File: src/rtl/ifft8_seq_if.sv
// Streaming port bundle for ifft8_seq: frequency bins in, time samples out,
// plus the busy status flag. The master side is the producer/consumer around the block.
interface ifft8_seq_if #(
  parameter int DW = 24
);
  logic                 in_valid;
  logic                 in_ready;
  logic signed [DW-1:0] in_real;
  logic signed [DW-1:0] in_imag;
  logic                 out_valid;
  logic                 out_ready;
  logic signed [DW-1:0] out_real;
  logic signed [DW-1:0] out_imag;
  logic                 out_last;
  logic                 busy;

  modport master (
    output in_valid, in_real, in_imag, out_ready,
    input  in_ready, out_valid, out_real, out_imag, out_last, busy
  );

  modport slave (
    input  in_valid, in_real, in_imag, out_ready,
    output in_ready, out_valid, out_real, out_imag, out_last, busy
  );
endinterface

File: src/rtl/ifft8_seq.sv
// Sequential 8-point radix-2 DIT inverse FFT: serial load in bit-reversed order,
// 12 in-place butterflies through one shared complex unit, serial natural-order unload.
module ifft8_seq #(
  parameter int DW = 24,
  parameter int TW = 16
) (
  input  logic       clk,
  input  logic       rst,
  ifft8_seq_if.slave bus
);
  localparam int FRAC = 13;
  localparam int PW   = DW + TW;

  // Conjugate twiddles W^-t in Q2.13.
  localparam logic signed [TW-1:0] W_ONE   = TW'(16'sh2000);
  localparam logic signed [TW-1:0] W_HALF  = TW'(16'sh16A0);
  localparam logic signed [TW-1:0] W_NHALF = TW'(16'shE95F);

  typedef enum logic [1:0] {LOAD, CALC, UNLOAD} state_t;

  state_t               state, state_nxt;
  logic [2:0]           load_cnt, unload_cnt;
  logic [3:0]           calc_cnt;
  logic [2:0]           load_addr;
  logic                 in_fire, out_fire;

  logic signed [DW-1:0] mem_re [8];
  logic signed [DW-1:0] mem_im [8];

  logic [1:0]           stage, unit, tw_idx;
  logic [2:0]           addr_p, addr_q;
  logic signed [TW-1:0] w_re, w_im;
  logic signed [DW-1:0] xp_re, xp_im, xq_re, xq_im;
  logic signed [PW:0]   prod_re, prod_im;
  logic signed [DW:0]   t_re, t_im;
  logic signed [DW+1:0] sum_p_re, sum_p_im, sum_q_re, sum_q_im;
  logic signed [DW-1:0] yp_re, yp_im, yq_re, yq_im;

  function automatic logic signed [PW-1:0] mul(input logic signed [DW-1:0] a,
                                               input logic signed [TW-1:0] b);
    logic signed [PW-1:0] ae, be;
    ae = PW'(a);
    be = PW'(b);
    return ae * be;
  endfunction

  function automatic logic signed [DW-1:0] sat(input logic signed [DW:0] v);
    if (v[DW] != v[DW-1])
      return v[DW] ? {1'b1, {(DW-1){1'b0}}} : {1'b0, {(DW-1){1'b1}}};
    return v[DW-1:0];
  endfunction

  // Handshakes derive from state directly so they never loop through the port drivers.
  assign in_fire   = bus.in_valid  && (state == LOAD);
  assign out_fire  = bus.out_ready && (state == UNLOAD);
  assign load_addr = {load_cnt[0], load_cnt[1], load_cnt[2]};

  // NOTE: every signal driven in always_comb gets a default first, so no path can infer a latch.
  always_comb begin
    state_nxt     = state;
    bus.in_ready  = 1'b0;
    bus.out_valid = 1'b0;
    bus.out_last  = 1'b0;
    bus.busy      = 1'b0;
    bus.out_real  = '0;
    bus.out_imag  = '0;
    unique case (state)
      LOAD: begin
        bus.in_ready = 1'b1;
        if (in_fire && load_cnt == 3'd7) state_nxt = CALC;
      end
      CALC: begin
        bus.busy = 1'b1;
        if (calc_cnt == 4'd11) state_nxt = UNLOAD;
      end
      UNLOAD: begin
        bus.busy      = 1'b1;
        bus.out_valid = 1'b1;
        bus.out_last  = (unload_cnt == 3'd7);
        bus.out_real  = mem_re[unload_cnt];
        bus.out_imag  = mem_im[unload_cnt];
        if (out_fire && unload_cnt == 3'd7) state_nxt = LOAD;
      end
      default: state_nxt = LOAD;
    endcase
  end

  // Butterfly addressing: p = ((k>>m)<<(m+1)) + (k mod 2^m), q = p + 2^m, t = j<<(2-m).
  always_comb begin
    stage  = calc_cnt[3:2];
    unit   = calc_cnt[1:0];
    addr_p = {unit, 1'b0};
    addr_q = {unit, 1'b1};
    tw_idx = 2'd0;
    case (stage)
      2'd0: begin
        addr_p = {unit, 1'b0};
        addr_q = {unit, 1'b1};
        tw_idx = 2'd0;
      end
      2'd1: begin
        addr_p = {unit[1], 1'b0, unit[0]};
        addr_q = {unit[1], 1'b1, unit[0]};
        tw_idx = {unit[0], 1'b0};
      end
      default: begin
        addr_p = {1'b0, unit};
        addr_q = {1'b1, unit};
        tw_idx = unit;
      end
    endcase

    w_re = W_ONE;
    w_im = '0;
    case (tw_idx)
      2'd0: begin w_re = W_ONE;   w_im = '0;     end
      2'd1: begin w_re = W_HALF;  w_im = W_HALF; end
      2'd2: begin w_re = '0;      w_im = W_ONE;  end
      default: begin w_re = W_NHALF; w_im = W_HALF; end
    endcase

    xp_re = mem_re[addr_p];
    xp_im = mem_im[addr_p];
    xq_re = mem_re[addr_q];
    xq_im = mem_im[addr_q];

    prod_re = (PW+1)'(mul(xq_re, w_re)) - (PW+1)'(mul(xq_im, w_im));
    prod_im = (PW+1)'(mul(xq_re, w_im)) + (PW+1)'(mul(xq_im, w_re));
    // Arithmetic shift by FRAC, kept one bit wider than the data so -1 * -2^23 survives.
    t_re = prod_re[DW+FRAC:FRAC];
    t_im = prod_im[DW+FRAC:FRAC];

    sum_p_re = (DW+2)'(xp_re) + (DW+2)'(t_re);
    sum_p_im = (DW+2)'(xp_im) + (DW+2)'(t_im);
    sum_q_re = (DW+2)'(xp_re) - (DW+2)'(t_re);
    sum_q_im = (DW+2)'(xp_im) - (DW+2)'(t_im);

    // Per-stage halving gives the exact 1/8 IFFT normalisation; the drop of bit 0 floors.
    yp_re = sat(sum_p_re[DW+1:1]);
    yp_im = sat(sum_p_im[DW+1:1]);
    yq_re = sat(sum_q_re[DW+1:1]);
    yq_im = sat(sum_q_im[DW+1:1]);
  end

  // NOTE: sequential state uses non-blocking assignments so all registers update together at the edge.
  always_ff @(posedge clk) begin
    if (rst) begin
      state      <= LOAD;
      load_cnt   <= '0;
      calc_cnt   <= '0;
      unload_cnt <= '0;
    end else begin
      state <= state_nxt;
      if (in_fire) load_cnt <= load_cnt + 3'd1;
      if (state == CALC) calc_cnt <= (calc_cnt == 4'd11) ? 4'd0 : calc_cnt + 4'd1;
      if (out_fire) unload_cnt <= unload_cnt + 3'd1;
    end
  end

  // NOTE: the register file is left out of reset; every frame overwrites all 8 entries before use.
  always_ff @(posedge clk) begin
    if (in_fire) begin
      mem_re[load_addr] <= bus.in_real;
      mem_im[load_addr] <= bus.in_imag;
    end else if (state == CALC) begin
      mem_re[addr_p] <= yp_re;
      mem_im[addr_p] <= yp_im;
      mem_re[addr_q] <= yq_re;
      mem_im[addr_q] <= yq_im;
    end
  end

endmodule

File: src/flat_wrapper.sv
// flat-port wrapper written by rule: the top's interface ports become plain ports
module ifft8_seq_flat 
#(
  parameter int DW = 24,
  parameter int TW = 16
)
  (clk, rst, bus_in_valid, bus_in_real, bus_in_imag, bus_out_ready, bus_in_ready, bus_out_valid, bus_out_real, bus_out_imag, bus_out_last, bus_busy);
  ifft8_seq_if #(.DW(DW)) bus_i ();
  input  logic clk;
  input  logic rst;
  input wire logic [$bits(bus_i.in_valid)-1:0] bus_in_valid;
  input wire logic [$bits(bus_i.in_real)-1:0] bus_in_real;
  input wire logic [$bits(bus_i.in_imag)-1:0] bus_in_imag;
  input wire logic [$bits(bus_i.out_ready)-1:0] bus_out_ready;
  output wire logic [$bits(bus_i.in_ready)-1:0] bus_in_ready;
  output wire logic [$bits(bus_i.out_valid)-1:0] bus_out_valid;
  output wire logic [$bits(bus_i.out_real)-1:0] bus_out_real;
  output wire logic [$bits(bus_i.out_imag)-1:0] bus_out_imag;
  output wire logic [$bits(bus_i.out_last)-1:0] bus_out_last;
  output wire logic [$bits(bus_i.busy)-1:0] bus_busy;
  assign bus_i.in_valid = bus_in_valid;
  assign bus_i.in_real = bus_in_real;
  assign bus_i.in_imag = bus_in_imag;
  assign bus_i.out_ready = bus_out_ready;
  assign bus_in_ready = bus_i.in_ready;
  assign bus_out_valid = bus_i.out_valid;
  assign bus_out_real = bus_i.out_real;
  assign bus_out_imag = bus_i.out_imag;
  assign bus_out_last = bus_i.out_last;
  assign bus_busy = bus_i.busy;
  ifft8_seq #(.DW(DW), .TW(TW)) u_core (.clk(clk), .rst(rst), .bus(bus_i));
endmodule
File: config.mk
export PLATFORM = sky130hd
export DESIGN_NAME = ifft8_seq_flat
export DESIGN_NICKNAME = d
export VERILOG_FILES = /design/src/rtl/ifft8_seq_if.sv /design/src/rtl/ifft8_seq.sv /design/src/flat_wrapper.sv
export SDC_FILE = /design/constraint.sdc
export NUM_CORES = 2
export LEC_CHECK = 0
export BUFFER_PORTS_ARGS = -buffer_cell sky130_fd_sc_hd__buf_4
export CAP_MARGIN = 5
export CORE_ASPECT_RATIO = 2
export CORE_UTILIZATION = 40
export DETAILED_ROUTE_END_ITERATION = 12
export PLACE_DENSITY_LB_ADDON = 0.12
export REMOVE_ABC_BUFFERS = 1
export SETUP_SLACK_MARGIN = 0.05
export SLEW_MARGIN = 20
export SYNTH_ARGS = -nofsm -noshare
export SYNTH_HDL_FRONTEND = slang
export SYNTH_SLANG_ARGS = --single-unit
File: constraint.sdc
create_clock -name clk -period 30.8 [get_ports clk]
set_input_delay 9.24 -clock clk [delete_from_list [all_inputs] [get_ports clk]]
set_output_delay 9.24 -clock clk [all_outputs]
set_load 0.02 [all_outputs]
==> summary.txt <==
Status = finished clean
Fmax = 0.06405 GHz
First-pass DRT Iterations = 6
Htree depth = 2
Num rows = 208
Post-synth top flop = edfxtp_1
Warnings, synthesis = 0
Largest net degree at the start of global routing = 61
First-pass GRT wire length = 379.8 mm
RSZ-0062 raised after global routing = no
Worst EP arrival = 15.90 ns
R2R Path Start = u_core.calc_cnt[3]
Synth-to-layout area growth = 6.963%
Setup crit start = u_core.calc_cnt[3]
Clock transition at path regs = 0.08 ns
Hold slack = 0.4733 ns
Syn avg cell area = 9.845 um^2
Post-layout nets = 8120
Final WL = 269.6 mm
Die W = 287.0 um
Hold Crit Start = u_core.unload_cnt[1]
PostCTS Resize Cnt = 0
# IOs = 104
Maxcap violations = 0
Hold buffer count at cts = 0
Placed Instance Area = 68300 um^2
Antenna Nets Post-Route = 0
TNS Setup = 0 ns
Gr ovfl total = 0
CTS Buf Count = 35
Startpoint class of the critical path = register
DR vias = 49980
Layout cells sized above 1 = 0.09237
DIE HEIGHT = 572.0 um
Critical Path Slowest Stage Cell = dfxtp_1
Synthesized instance count = 6600
GRT Util Overall = 0.3325
Die area = 164200 um^2
Asr flop ratio synth = 0
Seq cells post-synth = 399
CP required = 31.08 ns
Reg-to-reg setup timing slack = 15.19 ns
Final setup fails = 0
DRT iter0 DRCs = 3206
Leakage = 31.12 nW
Number of fill cells = 16040
Vias per cell = 5.754
R2r endpoint = u_core.mem_re[7][17]
Number of synthesized flops with an enable pin = 384
Worst Path Buf+Inv = 6
IO buf count = 103
Final Power = 0.002096 W
Pwr dens = 30.15 nW/um^2
Worst Hold Class = register to register
Slew Viols, Final = 0
Max_slew headroom = 0.2282
Hold path cells = 2
CTS tree = yes
Final hold vios = 0
Avg WL per Cell = 31.04 um
Crit Path Category = register to register
Post-CTS setup buffer count = 0
Initial core utilization = 0.4040
Core area = 160800 um^2
Vias in the first global route = 54340
CP most frequent cell = fa_1
Synth Cell Area = 64970 um^2
Remaining DRCs = 0
Tmin final = 15.61 ns
Crit end category = register
Fin area = 69500 um^2
Crit share post-route = 0.5069
Worst Max-Slew Pin Slew = 1.158 ns
Skew final = 0.02443 ns
Post-DP HPWL = 214.8 mm
Post-synthesis cell type count = 116
GP Congestion = 1.019
Crit-path max FO = 44
Sequential element share of the synthesized area = 0.1821
Initial antenna violation count = 3
Root buffer selected by CTS = clkbuf_16
CP delay by family, top = compound AO/OA/AOI/OAI gates
Reg2Reg Depth = 42
Max stage delay on crit path = 0.96 ns
Clock Latency Late Sink = 0.59 ns
Largest vdd supply drop = 0.00005614 V
Clock Tree Buf Depth = 3
Clock Sinks = 399
cell usage after synthesis (147+ instances only):
| library cell | instances | share of area |
|---|---|---|
| inv_1 | 1356 | 0.078 |
| fa_1 | 939 | 0.29 |
| nand2_1 | 604 | 0.035 |
| ha_1 | 573 | 0.11 |
| nor2_1 | 508 | 0.029 |
| edfxtp_1 | 384 | 0.18 |
| a21oi_1 | 365 | 0.028 |
| clkbuf_1 | 191 | 0.011 |
| mux4_2 | 186 | 0.064 |
| xnor2_1 | 163 | 0.022 |
| mux2i_1 | 162 | 0.025 |
| o21ai_0 | 147 | 0.011 |
layout make-up:
class / instances / area [um^2] / area share
flip-flops and latches: 399 / 11840 / 0.1704
multi-input cells: 4549 / 47150 / 0.6784
clock inverters: 21 / 206.4 / 0.002971
inverters: 1365 / 5124 / 0.07372
diodes: 4 / 10.01 / 0.0001440
clock buffers: 42 / 974.7 / 0.01402
repair buffers: 206 / 1567 / 0.02254
well taps: 2100 / 2628 / 0.03781
worst max-delay path by stage:
| stage | slack (ns) | end | cells past startpoint |
|---|---|---|---|
| global route | 14.18 | u_core.mem_re[7][17] | 42 |
| finish | 15.19 | u_core.mem_re[7][17] | 42 |
| detailed placement | 15.33 | u_core.mem_re[1][5] | 43 |
| floorplan | 14.74 | u_core.mem_re[3][5] | 41 |
| global placement | 15.61 | u_core.mem_re[4][5] | 43 |
| CTS | 15.32 | u_core.mem_re[1][5] | 43 |
state kept, by name, summed over array words and instances, names as in the netlist, named ones only:
name	cells
u_core.state	2
u_core.mem_re	192
u_core.unload_cnt	3
u_core.load_cnt	3
u_core.calc_cnt	4
u_core.mem_im	192
cell families after synthesis:
logic type	synth area share
xor gates and xnor gates	0.02817
adders and majority gates	0.4011
DFF	0.1821
buffers and inverters	0.09684
muxes	0.09081
AOI/OAI and AO/OA	0.1044
and+or+nand+nor	0.09659
power by group:
part	internal (W)	switching [W]
Sequential	0.000610	0.00000794
Combinational	0.000300	0.000691
Clock	0.000254	0.000232
routing by layer:
metal | part of all wire | vias up | routed length [um] | track usage
li1 | - | 21550 | - | -
met4 | 0.13 | 2 | 35020 | 0.3483
met5 | 0.000045 | - | 12 | 0
met1 | 0.30 | 25500 | 82050 | 0.3132
met3 | 0.043 | 922 | 11720 | 0.03197
met2 | 0.52 | 2006 | 140800 | 0.6052
metrics by stage:
step / utilization / cells / worst slack (ns)
5_1_grt: 0.4321 / 8683 / 14.18
3_3_place_gp: 0.4245 / 8618 / 15.61
6_report: 0.4321 / 8686 / 15.19
2_1_floorplan: - / 6313 / 14.74
4_1_cts: 0.4320 / 8682 / 15.32
3_5_place_dp: 0.4247 / 8619 / 15.33
cells in the final DEF (no fill, tap or decap), types with 76 or more instances in the layout:
cell type / n
fa_1: 939
edfxtp_1: 384
o21ai_0: 140
ha_1: 569
nand2_1: 598
nor2b_1: 76
inv_1: 1355
xnor2_1: 163
buf_4: 205
a21oi_1: 365
mux2i_1: 162
nor2_1: 502
mux4_2: 186
worst reg2reg max path: cells and delay by family (launching register included):
family          cells  cell delay (ns)
xor+xnor            1             0.13
simple gates        8             2.52
fa+ha+maj          10             4.87
flops               1             0.96
compound gates     17             5.45
buf+inv             6             1.41
Note: power is estimated with default switching activity, not from simulation.
